File: src/rtl/datapath_pkg.sv
package datapath_pkg;

  typedef enum logic [1:0] {
    ALU_ADD = 2'b00,
    ALU_SUB = 2'b01,
    ALU_AND = 2'b10,
    ALU_MVN = 2'b11
  } alu_op_t;

  typedef enum logic [1:0] {
    SH_NONE = 2'b00,
    SH_LSL1 = 2'b01,
    SH_LSR1 = 2'b10,
    SH_ASR1 = 2'b11
  } shift_t;

  typedef enum logic [1:0] {
    VS_C      = 2'b00,
    VS_PC     = 2'b01,
    VS_SXIMM8 = 2'b10,
    VS_MDATA  = 2'b11
  } vsel_t;

  typedef enum logic [2:0] {
    S_IDLE = 3'd0,
    S_LDA  = 3'd1,
    S_LDB  = 3'd2,
    S_EXEC = 3'd3,
    S_WB   = 3'd4
  } state_t;

  localparam int Z_BIT = 2;
  localparam int V_BIT = 1;
  localparam int N_BIT = 0;

endpackage

File: src/rtl/datapath_seq_regfile.sv
module regfile_n #(
  parameter int WIDTH = 16,
  parameter int NREGS = 8
) (
  input  logic                     clk,
  input  logic                     reset,
  input  logic                     write,
  input  logic [$clog2(NREGS)-1:0] writenum,
  input  logic [WIDTH-1:0]         data_in,
  input  logic [$clog2(NREGS)-1:0] readnum,
  output logic [WIDTH-1:0]         data_out
);

  logic [WIDTH-1:0] regs [NREGS];

  always_ff @(posedge clk or posedge reset) begin
    if (reset) begin
      for (int unsigned i = 0; i < NREGS; i++) regs[i] <= '0;
    end else if (write) begin
      regs[writenum] <= data_in;
    end
  end

  assign data_out = regs[readnum];

endmodule

File: src/rtl/datapath_seq.sv
module datapath_seq
  import datapath_pkg::*;
#(
  parameter int WIDTH = 16,
  parameter int NREGS = 8,
  parameter int IMMW  = 5
) (
  input  logic                     clk,
  input  logic                     reset,
  input  logic                     op_valid,
  output logic                     op_ready,
  input  logic [1:0]               op_alu,
  input  logic [1:0]               op_shift,
  input  logic [$clog2(NREGS)-1:0] op_rd,
  input  logic [$clog2(NREGS)-1:0] op_rn,
  input  logic [$clog2(NREGS)-1:0] op_rm,
  input  logic                     op_asel,
  input  logic                     op_bsel,
  input  logic [IMMW-1:0]          op_imm,
  input  logic [1:0]               op_vsel,
  input  logic                     op_wb,
  input  logic [WIDTH-1:0]         sximm8,
  input  logic [WIDTH-1:0]         pc,
  input  logic [WIDTH-1:0]         mdata,
  output logic                     done,
  output logic [WIDTH-1:0]         c,
  output logic [2:0]               status
);

  localparam int RW = $clog2(NREGS);

  state_t           state;
  alu_op_t          q_alu;
  shift_t           q_shift;
  vsel_t            q_vsel;
  logic [RW-1:0]    q_rd, q_rn, q_rm;
  logic             q_asel, q_bsel, q_wb;
  logic [IMMW-1:0]  q_imm;

  logic [WIDTH-1:0] a_reg, b_reg, c_reg;
  logic [2:0]       status_reg;

  logic [WIDTH-1:0] rf_out, wb_data, b_shift, b_in, alu_res;
  logic             v_flag;
  logic [RW-1:0]    readnum;
  logic             rf_write;

  // Single read port: LDA reads rn, LDB reads rm.
  assign readnum  = (state == S_LDB) ? q_rm : q_rn;
  assign rf_write = (state == S_WB) && q_wb;
  assign op_ready = (state == S_IDLE);
  assign done     = (state == S_WB);
  assign c        = c_reg;
  assign status   = status_reg;

  regfile_n #(
    .WIDTH (WIDTH),
    .NREGS (NREGS)
  ) u_regfile (
    .clk      (clk),
    .reset    (reset),
    .write    (rf_write),
    .writenum (q_rd),
    .data_in  (wb_data),
    .readnum  (readnum),
    .data_out (rf_out)
  );

  always_comb begin
    b_shift = b_reg;
    case (q_shift)
      SH_NONE: b_shift = b_reg;
      SH_LSL1: b_shift = {b_reg[WIDTH-2:0], 1'b0};
      SH_LSR1: b_shift = {1'b0, b_reg[WIDTH-1:1]};
      SH_ASR1: b_shift = {b_reg[WIDTH-1], b_reg[WIDTH-1:1]};
      default: b_shift = b_reg;
    endcase

    b_in = q_bsel ? WIDTH'($signed(q_imm)) : b_shift;

    alu_res = '0;
    v_flag  = 1'b0;
    case (q_alu)
      ALU_ADD: begin
        alu_res = a_reg + b_in;
        v_flag  = (a_reg[WIDTH-1] == b_in[WIDTH-1]) && (alu_res[WIDTH-1] != a_reg[WIDTH-1]);
      end
      ALU_SUB: begin
        alu_res = a_reg + ~b_in + WIDTH'(1);
        v_flag  = (a_reg[WIDTH-1] != b_in[WIDTH-1]) && (alu_res[WIDTH-1] != a_reg[WIDTH-1]);
      end
      ALU_AND: alu_res = a_reg & b_in;
      ALU_MVN: alu_res = ~b_in;
      default: alu_res = '0;
    endcase

    wb_data = c_reg;
    case (q_vsel)
      VS_C:      wb_data = c_reg;
      VS_PC:     wb_data = pc;
      VS_SXIMM8: wb_data = sximm8;
      VS_MDATA:  wb_data = mdata;
      default:   wb_data = c_reg;
    endcase
  end

  always_ff @(posedge clk or posedge reset) begin
    if (reset) begin
      state      <= S_IDLE;
      q_alu      <= ALU_ADD;
      q_shift    <= SH_NONE;
      q_vsel     <= VS_C;
      q_rd       <= '0;
      q_rn       <= '0;
      q_rm       <= '0;
      q_asel     <= 1'b0;
      q_bsel     <= 1'b0;
      q_wb       <= 1'b0;
      q_imm      <= '0;
      a_reg      <= '0;
      b_reg      <= '0;
      c_reg      <= '0;
      status_reg <= '0;
    end else begin
      case (state)
        S_IDLE: begin
          if (op_valid) begin
            q_alu   <= alu_op_t'(op_alu);
            q_shift <= shift_t'(op_shift);
            q_vsel  <= vsel_t'(op_vsel);
            q_rd    <= op_rd;
            q_rn    <= op_rn;
            q_rm    <= op_rm;
            q_asel  <= op_asel;
            q_bsel  <= op_bsel;
            q_wb    <= op_wb;
            q_imm   <= op_imm;
            state   <= (vsel_t'(op_vsel) == VS_C) ? S_LDA : S_WB;
          end
        end
        S_LDA: begin
          a_reg <= q_asel ? '0 : rf_out;
          state <= S_LDB;
        end
        S_LDB: begin
          b_reg <= rf_out;
          state <= S_EXEC;
        end
        S_EXEC: begin
          c_reg             <= alu_res;
          status_reg[Z_BIT] <= (alu_res == '0);
          status_reg[V_BIT] <= v_flag;
          status_reg[N_BIT] <= alu_res[WIDTH-1];
          state             <= S_WB;
        end
        S_WB:    state <= S_IDLE;
        default: state <= S_IDLE;
      endcase
    end
  end

endmodule

File: config.mk
export PLATFORM = sky130hd
export DESIGN_NAME = datapath_seq
export DESIGN_NICKNAME = d
export VERILOG_FILES = /design/src/rtl/datapath_pkg.sv /design/src/rtl/datapath_seq_regfile.sv /design/src/rtl/datapath_seq.sv
export SDC_FILE = /design/constraint.sdc
export NUM_CORES = 1
export LEC_CHECK = 0
export CAP_MARGIN = 20
export CORE_ASPECT_RATIO = 1.1
export CORE_MARGIN = 3
export CORE_UTILIZATION = 35
export CTS_BUF_LIST = sky130_fd_sc_hd__clkbuf_8
export CTS_CLUSTER_SIZE = 40
export DETAILED_ROUTE_END_ITERATION = 12
export SYNTH_ARGS = -nofsm -noshare
export SYNTH_HDL_FRONTEND = slang
export SYNTH_SLANG_ARGS = --single-unit
export TNS_END_PERCENT = 100
File: constraint.sdc
create_clock -name clk -period 9.3 [get_ports clk]
set_input_delay 1.395 -clock clk [delete_from_list [all_inputs] [get_ports clk]]
set_output_delay 1.395 -clock clk [all_outputs]
set_load 0.01 [all_outputs]
==> summary.log, run 1 <==
[outcome] run status finished clean
[grt] vias in the first global route 8124
[logic_synthesis] sequential fraction of the synthesis area 0.448
[power_and_ir_drop] worst voltage drop across the vdd grid 0.120 mV
[logic_synthesis] number of distinct standard cells referenced by the synthesized netlist 69
[routing] iteration count of the initial detailed-routing pass 5
[floorplanning] die boundary height 195 µm
[worst_setup_path] Arr. time, crit path 4.92 ns
[timing] number of setup violations in the final report 0
[logic_synthesis] most instantiated library cell after synthesis sky130_fd_sc_hd__dfrtp_1
[worst_setup_path] startpoint class of the critical path register
[logic_synthesis] most instantiated cells after synthesis 204 x sky130_fd_sc_hd__dfrtp_1, 161 x sky130_fd_sc_hd__mux2_2, 53 x sky130_fd_sc_hd__nand2_1
[worst_hold_path] Worst Hold Class register to register
[grt] highest-utilization routing layer at the global route stage met2
[layout] number of antenna repair diodes 0
[job] Maximum Capacitance Violations 0
[floorplanning] full die area 0.0347 mm²
[routing] routed vias 7961
[timing] final worst clock skew 0.0144 ns
[layout] ratio of cells with drive above 1 in the final layout 0.273
[logic_synthesis] average cell area after synthesis 12.0 µm²
[routing] Total Wirelength 29900 µm
[logic_synthesis] library cell with the largest summed area after synthesis sky130_fd_sc_hd__dfrtp_1
[worst_hold_path] beginning of the worst hold path status[1]
[placement] DP Wirelength 20600 µm
[clock_network] # Post-CTS Setup Buffers 0
[placement] Port Buffers 94
[clock_network] CTS resizes 0
[logic_synthesis] share of the synthesized area in the top cell type 0.448
[floorplanning] num ports 95
[logic_synthesis] syn nets 1057
[grt] total global routing overflow 0
[timing] number of hold-slack violations in the final timing report 0
[worst_setup_path] CP Launch Point q_shift[1]
[grt] GR Util met2 0.296
[power_and_ir_drop] Power per Cell Area 377 mW/mm²
[timing] total negative setup slack 0 ns
[routing] number of vias per cell after detailed routing 5.38
[clock_network] CTS Root Buffer Type sky130_fd_sc_hd__clkbuf_8
[timing] Period minus WS final 4.48 ns
[layout] max reg flops 128
[grt] total routing usage reported by global routing 0.175
[layout] number of nets at the end of the flow 1142
[logic_synthesis] cells after synthesis 949
[placement] RD Place Congestion 0.919
[logic_synthesis] Post-synth ARST share 1.00
[clock_network] clock network latency to the later pin of the worst-skew pair 0.53 ns
[floorplanning] standard-cell row count 68
[layout] synth-to-layout area growth 17.8%
[logic_synthesis] cells taking the most area after synthesis sky130_fd_sc_hd__dfrtp_1 45%, sky130_fd_sc_hd__mux2_2 16%, sky130_fd_sc_hd__mux4_2 9.7%, sky130_fd_sc_hd__ha_1 3.5%, sky130_fd_sc_hd__mux2i_1 3.4%
[floorplanning] CORE AREA 0.0317 mm²
[grt] maximum number of pins on one net before global-route repair 139
[worst_setup_path] Crit Path Category register to register
[timing] number of max-slew violations in the final report 0
[timing] worst setup margin 4.82 ns
[clock_network] # hold bufs at CTS 0
[timing] post-route clock period utilization 0.482
[clock_network] worst-case clock buffer depth 3
[clock_network] clock-pin slew reported for the worst setup and hold paths after clock tree synthesis 0.06 ns
[floorplanning] Die X-Extent 178 µm
[timing] highest clock rate 223 MHz
[grt] initial antenna violation count 0
[power_and_ir_drop] LEAKAGE 6.04 nW
[routing] Avg WL per Cell 20.2 µm
[floorplanning] initial core utilization 0.359
[placement] post-place setup slack 4.85 ns
[worst_setup_path] CP max FO 31
[routing] Starting DRT DRC Count 574
[clock_network] count of H-tree levels built during CTS 2
[timing] RSZ-0062 raised after global routing no
[clock_network] CTS buffer count 36
[logic_synthesis] flop and latch count out of synthesis 204
[grt] wire length of the first global-routing pass 47500 µm
[routing] total DRC errors in the routed layout 0
[logic_synthesis] Cell Area, Synth 0.0114 mm²
[timing] transition time at the pin with the least slew margin 1.11 ns
[worst_setup_path] CP Data Required Time 9.74 ns
[clock_network] CTS tree yes
[logic_synthesis] Synth warnings 0
[worst_setup_path] startpoint of the worst-slack reg-to-reg timing path q_shift[1]
[logic_synthesis] number of enable flip-flop cells after synthesis 0
[grt] met1 capacity usage during global routing 0.232
[worst_setup_path] element type at the critical path end register
[timing] worst slew slack as a fraction of its limit 0.257
[logic_synthesis] commonest register cell after synthesis sky130_fd_sc_hd__dfrtp_1
[grt] met3 layer usage reported by global route 0.0282
[routing] ANT nets after route 0
[clock_network] clock net sink count 204
[power breakdown]
part / total [mW] / internal [mW] / switching, mW
Sequential: 1.55 / 1.21 / 0.341
Clock: 0.778 / 0.404 / 0.374
Combinational: 2.73 / 1.25 / 1.48
[layout by cell type, fill, tap and decap left out, types with 4 or more instances in the layout]
cell type / netlist / routed
sky130_fd_sc_hd__dfrtp_1: 204 / 204
sky130_fd_sc_hd__mux2_2: 161 / 161
sky130_fd_sc_hd__clkdlybuf4s50_1: 0 / 94
sky130_fd_sc_hd__nand2_1: 53 / 53
sky130_fd_sc_hd__mux4_2: 49 / 49
sky130_fd_sc_hd__inv_1: 33 / 47
sky130_fd_sc_hd__nor2_1: 46 / 46
sky130_fd_sc_hd__o21ai_0: 44 / 44
sky130_fd_sc_hd__clkbuf_8: 0 / 41
sky130_fd_sc_hd__a21oi_1: 40 / 40
sky130_fd_sc_hd__mux2i_1: 39 / 36
sky130_fd_sc_hd__ha_1: 32 / 32
sky130_fd_sc_hd__nor3_1: 17 / 16
sky130_fd_sc_hd__o21ai_1: 15 / 15
sky130_fd_sc_hd__buf_4: 5 / 14
sky130_fd_sc_hd__a211oi_1: 11 / 11
sky130_fd_sc_hd__nor2b_1: 10 / 10
sky130_fd_sc_hd__and3_1: 7 / 7
sky130_fd_sc_hd__nand3b_1: 7 / 7
sky130_fd_sc_hd__xnor2_1: 7 / 7
sky130_fd_sc_hd__nand3_1: 6 / 6
sky130_fd_sc_hd__nand2b_1: 6 / 6
sky130_fd_sc_hd__a31oi_1: 6 / 6
sky130_fd_sc_hd__or3_1: 5 / 5
sky130_fd_sc_hd__a221oi_1: 5 / 5
sky130_fd_sc_hd__o31ai_1: 5 / 5
sky130_fd_sc_hd__a21o_1: 5 / 5
sky130_fd_sc_hd__and2_1: 4 / 4
sky130_fd_sc_hd__a211o_1: 4 / 4
sky130_fd_sc_hd__o221ai_1: 4 / 4
sky130_fd_sc_hd__a221o_1: 4 / 4
[final timing paths]
check | cells past startpoint | to | slack (ns)
min in group asynchronous | 2 | u_regfile.regs[45] | 1.45
min | 2 | status[1] | 0.50
min reg2reg | 2 | status[1] | 0.50
max | 14 | status[2] | 4.82
max in group asynchronous | 3 | c[7] | 6.41
max reg2reg | 14 | status[2] | 4.82
[metrics by stage]
step / cell area [µm²] / instances / utilization / hold slack [ns] / power [mW]
after CTS: 13400 / 1479 / 0.423 / 0.500 / 5.10
after detailed placement: 12700 / 1416 / 0.402 / 0.484 / 4.29
after floorplan: 11400 / 949 / - / 0.473 / 3.51
after global routing: 13400 / 1479 / 0.423 / 0.504 / 5.47
after global placement: 12700 / 1416 / 0.402 / 0.472 / 4.27
final: 13400 / 1479 / 0.423 / 0.498 / 5.06
[metal layers]
metal | up-vias | wire length (µm)
met3 | 51 | 1230
met5 | - | 0
met1 | 4045 | 13000
li1 | 3696 | -
met4 | 0 | 652
met2 | 169 | 15000
[kinds of logic after synthesis]
kind of cell	Yosys count	synth area share
AOI/OAI and AO/OA	181	0.104
xor gates and xnor gates	9	0.00692
adders and majority gates	34	0.0387
buffers and inverters	95	0.0349
DFF	204	0.448
muxes	250	0.291
and+or+nand+nor	176	0.0759
[area by class of cell]
cell class	instances	area, µm²
multi-input combinational	650	5930
fill	2973	18300
inverter	34	135
tap	420	526
timing repair buffer	108	1050
clock inverter	22	103
sequential	204	5100
clock buffer	41	564
[worst max-delay path: stages, from the launching register on]
cell and delay, ns:
sky130_fd_sc_hd__dfrtp_1 0.93, sky130_fd_sc_hd__a22oi_1 0.21, sky130_fd_sc_hd__o21ai_1 0.28, sky130_fd_sc_hd__ha_1 0.21, sky130_fd_sc_hd__inv_1 0.06, sky130_fd_sc_hd__fa_1 0.39
sky130_fd_sc_hd__nor2b_2 0.18, sky130_fd_sc_hd__o32a_1 0.34, sky130_fd_sc_hd__and3_1 0.18, sky130_fd_sc_hd__or3_4 0.37, sky130_fd_sc_hd__a2111oi_2 0.33, sky130_fd_sc_hd__nor4b_2 0.34
sky130_fd_sc_hd__and4bb_1 0.28, sky130_fd_sc_hd__nand4_1 0.12, sky130_fd_sc_hd__o31ai_2 0.18
(Power assumes the default switching activity.)
==> run 2: changes to the inputs <==
==> constraint.sdc (replaced) <==
create_clock -name clk -period 3.9 [get_ports clk]
set_input_delay 0.585 -clock clk [delete_from_list [all_inputs] [get_ports clk]]
set_output_delay 0.585 -clock clk [all_outputs]
set_load 0.01 [all_outputs]
==> summary.log, run 2 (synthesized netlist as in run 1, its figures left out) <==
[grt] maximum number of pins on one net before global-route repair 50 [was 139]
[floorplanning] CORE AREA 0.0317 mm² [unchanged]
[power_and_ir_drop] post-layout power 12.9 mW [was 5.06 mW]
[power_and_ir_drop] Power per Cell Area 930 mW/mm² [was 377 mW/mm²]
[worst_setup_path] element type at the critical path end register [unchanged]
[layout] most common cell after layout, fill and taps aside sky130_fd_sc_hd__dfrtp_1 [unchanged]
[worst_setup_path] Arr. time, crit path 4.11 ns [was 4.92 ns]
[routing] Avg WL per Cell 19.9 µm [was 20.2 µm]
[placement] DP Wirelength 21900 µm [was 20600 µm]
[routing] Total Wirelength 30000 µm [was 29900 µm]
[routing] ANT nets after route 0 [unchanged]
[layout] number of antenna repair diodes 0 [unchanged]
[worst_setup_path] startpoint class of the critical path register [unchanged]
[timing] worst setup margin 0.213 ns [was 4.82 ns]
[timing] highest clock rate 271 MHz [was 223 MHz]
[layout] number of nets at the end of the flow 1178 [was 1142]
[layout] sequential standard cell area 0.00510 mm² [unchanged]
[grt] total routing usage reported by global routing 0.174 [was 0.175]
[layout] final core utilization 0.437 [was 0.423]
[timing] post-route clock period utilization 0.945 [was 0.482]
[routing] routed vias 8022 [was 7961]
[timing] number of max-slew violations in the final report 0 [unchanged]
[worst_setup_path] CP max FO 10 [was 31]
[worst_setup_path] critical-path cell with the highest stage delay sky130_fd_sc_hd__dfrtp_1 [unchanged]
[floorplanning] initial core utilization 0.359 [unchanged]
[clock_network] worst-case clock buffer depth 3 [unchanged]
[clock_network] clock network latency to the later pin of the worst-skew pair 0.54 ns [was 0.53 ns]
[worst_setup_path] most repeated library cell on the critical path sky130_fd_sc_hd__buf_4
[job] Maximum Capacitance Violations 0 [unchanged]
[placement] Port Buffers 94 [unchanged]
[floorplanning] num ports 95 [unchanged]
[layout] max reg flops 128 [unchanged]
[clock_network] clock net sink count 204 [unchanged]
[placement] RD Place Congestion 0.895 [was 0.919]
[timing] final worst clock skew 0.0312 ns [was 0.0144 ns]
[layout] area of the multi-input gates 0.00608 mm² [was 0.00593 mm²]
[power_and_ir_drop] LEAKAGE 6.24 nW [was 6.04 nW]
[grt] total global routing overflow 0 [unchanged]
[worst_setup_path] Crit Path Category register to register [unchanged]
[layout] synth-to-layout area growth 21.8% [was 17.8%]
[grt] wire length of the first global-routing pass 47400 µm [was 47500 µm]
[routing] total DRC errors in the routed layout 0 [unchanged]
[outcome] run status finished clean [unchanged]
[power_and_ir_drop] worst voltage drop across the vdd grid 0.291 mV [was 0.120 mV]
[timing] Period minus WS final 3.69 ns [was 4.48 ns]
[routing] Starting DRT DRC Count 504 [was 574]
[clock_network] clock-pin slew reported for the worst setup and hold paths after clock tree synthesis 0.07 ns [was 0.06 ns]
[grt] initial antenna violation count 0 [unchanged]
[layout] fillcell total 2964 [was 2973]
[floorplanning] Die X-Extent 178 µm [unchanged]
[layout] ratio of cells with drive above 1 in the final layout 0.316 [was 0.273]
[clock_network] CTS tree yes [unchanged]
[clock_network] count of H-tree levels built during CTS 2 [unchanged]
[timing] number of setup violations in the final report 0 [unchanged]
[worst_setup_path] biggest cell delay along the critical path 0.39 ns [was 0.93 ns]
[timing] transition time at the pin with the least slew margin 0.947 ns [was 1.11 ns]
[placement] post-place setup slack 0.0281 ns [was 4.85 ns]
[worst_setup_path] CP Data Required Time 4.33 ns [was 9.74 ns]
[timing] total negative setup slack 0 ns [unchanged]
[clock_network] CTS Root Buffer Type sky130_fd_sc_hd__clkbuf_8 [unchanged]
[routing] iteration count of the initial detailed-routing pass 5 [unchanged]
[layout] most frequent cells in the layout 204 x sky130_fd_sc_hd__dfrtp_1, 161 x sky130_fd_sc_hd__mux2_2, 94 x sky130_fd_sc_hd__clkdlybuf4s50_1 [unchanged]
[grt] vias in the first global route 8346 [was 8124]
[timing] number of hold-slack violations in the final timing report 0 [unchanged]
[floorplanning] die boundary height 195 µm [unchanged]
[floorplanning] full die area 0.0347 mm² [unchanged]
[worst_setup_path] sequence of cells on the critical path buf_4 > mux2_1 > mux2i_1 > o21a_1 > inv_1 > ha_1 > buf_4 > nor3_1 > o21ai_1 > a211oi_2 > nand2b_1 > a221o_1 > o21ai_1 > buf_4 > and4bb_1 > nand4_1 > o31ai_2 [was a22oi_1 > o21ai_1 > ha_1 > inv_1 > fa_1 > nor2b_2 > o32a_1 > and3_1 > or3_4 > a2111oi_2 > nor4b_2 > and4bb_1 > nand4_1 > o31ai_2]
[timing] worst slew slack as a fraction of its limit 0.367 [was 0.257]
[worst_hold_path] Worst Hold Class input pin to asynchronous set/reset pin [was register to register]
[floorplanning] standard-cell row count 68 [unchanged]
[routing] number of vias per cell after detailed routing 5.31 [was 5.38]
[clock_network] CTS buffer count 37 [was 36]
## run 2: cell types whose count changed in the layout (fill, tap and decap cells not counted), sizes merged
cell | previous run | this run
bufinv | 0 | 2
clkbuf | 41 | 38
buf | 14 | 49
inv | 50 | 48
clkinvlp | 3 | 2
## run 2: repair_timing
action,in CTS,in global routing
hold buffers,0,0
gates resized for setup,0,40
endpoints found under the setup margin,0,4
setup buffers,0,0
## run 2: routing by layer
metal  vias up  wire [µm]  share of wire  GRT usage
met5         -          0              0          0
met4         0        820          0.027     0.0521
met3        55        969          0.032     0.0257
met2       153      15000           0.50      0.293
met1      4049      13200           0.44      0.232
li1       3765          -              -          -
## run 2: layout make-up
class	instances	share of cell area
clock buffer	38	0.0377
clock inverter	21	0.0112
inverter	34	0.00948
multi-input combinational	650	0.438
sequential	204	0.368
tap	420	0.0379
timing repair buffer	143	0.0970
## run 2: worst paths after layout
check / end / cells after the start / startpoint / slack, ns
setup / recovery: status[2] / 17 / q_shift[0] / 0.21
hold / removal: u_regfile.regs[26] / 2 / reset / 0.50
setup reg to reg: status[2] / 17 / q_shift[0] / 0.21
hold reg to reg: u_regfile.regs[80] / 1 / u_regfile.regs[80] / 0.50
max in group asynchronous: q_alu[0] / 3 / reset / 2.47
min in group clk: u_regfile.regs[80] / 1 / u_regfile.regs[80] / 0.50
## run 2: where the power goes
group | switching, mW | total [mW] | leakage, nW | internal, mW
sequential | 0.694 | 3.58 | 2.68 | 2.88
clock | 0.868 | 1.90 | 0.395 | 1.04
combinational | 3.93 | 7.41 | 3.17 | 3.48
## run 2: metrics by stage
step / hold WS, ns / area (µm²) / std cells
2_1_floorplan: 0.473 / 11400 / 949
3_3_place_gp: 0.483 / 13000 / 1451
3_5_place_dp: 0.488 / 13000 / 1451
4_1_cts: 0.502 / 13700 / 1510
5_1_grt: 0.507 / 13900 / 1510
6_report: 0.500 / 13900 / 1510
## run 2: critical path, delay by kind of cell, from the launching register on
kind / cells / cell delay, ns
AOI/OAI and AO/OA: 6 / 1.13
DFF: 1 / 0.39
buffers and inverters: 4 / 0.57
adders and majority gates: 1 / 0.29
muxes: 2 / 0.44
and+or+nand+nor: 4 / 0.79
==> run 3: changes to the inputs <==
--- a/config.mk
+++ b/config.mk
@@ -12,6 +12,7 @@
 export CTS_BUF_LIST = sky130_fd_sc_hd__clkbuf_8
 export CTS_CLUSTER_SIZE = 40
 export DETAILED_ROUTE_END_ITERATION = 12
+export HOLD_SLACK_MARGIN = 0.12
 export SYNTH_ARGS = -nofsm -noshare
 export SYNTH_HDL_FRONTEND = slang
 export SYNTH_SLANG_ARGS = --single-unit
==> results of run 3 <==
No change in the layout: final DEF, timing and power equal those of run 2.
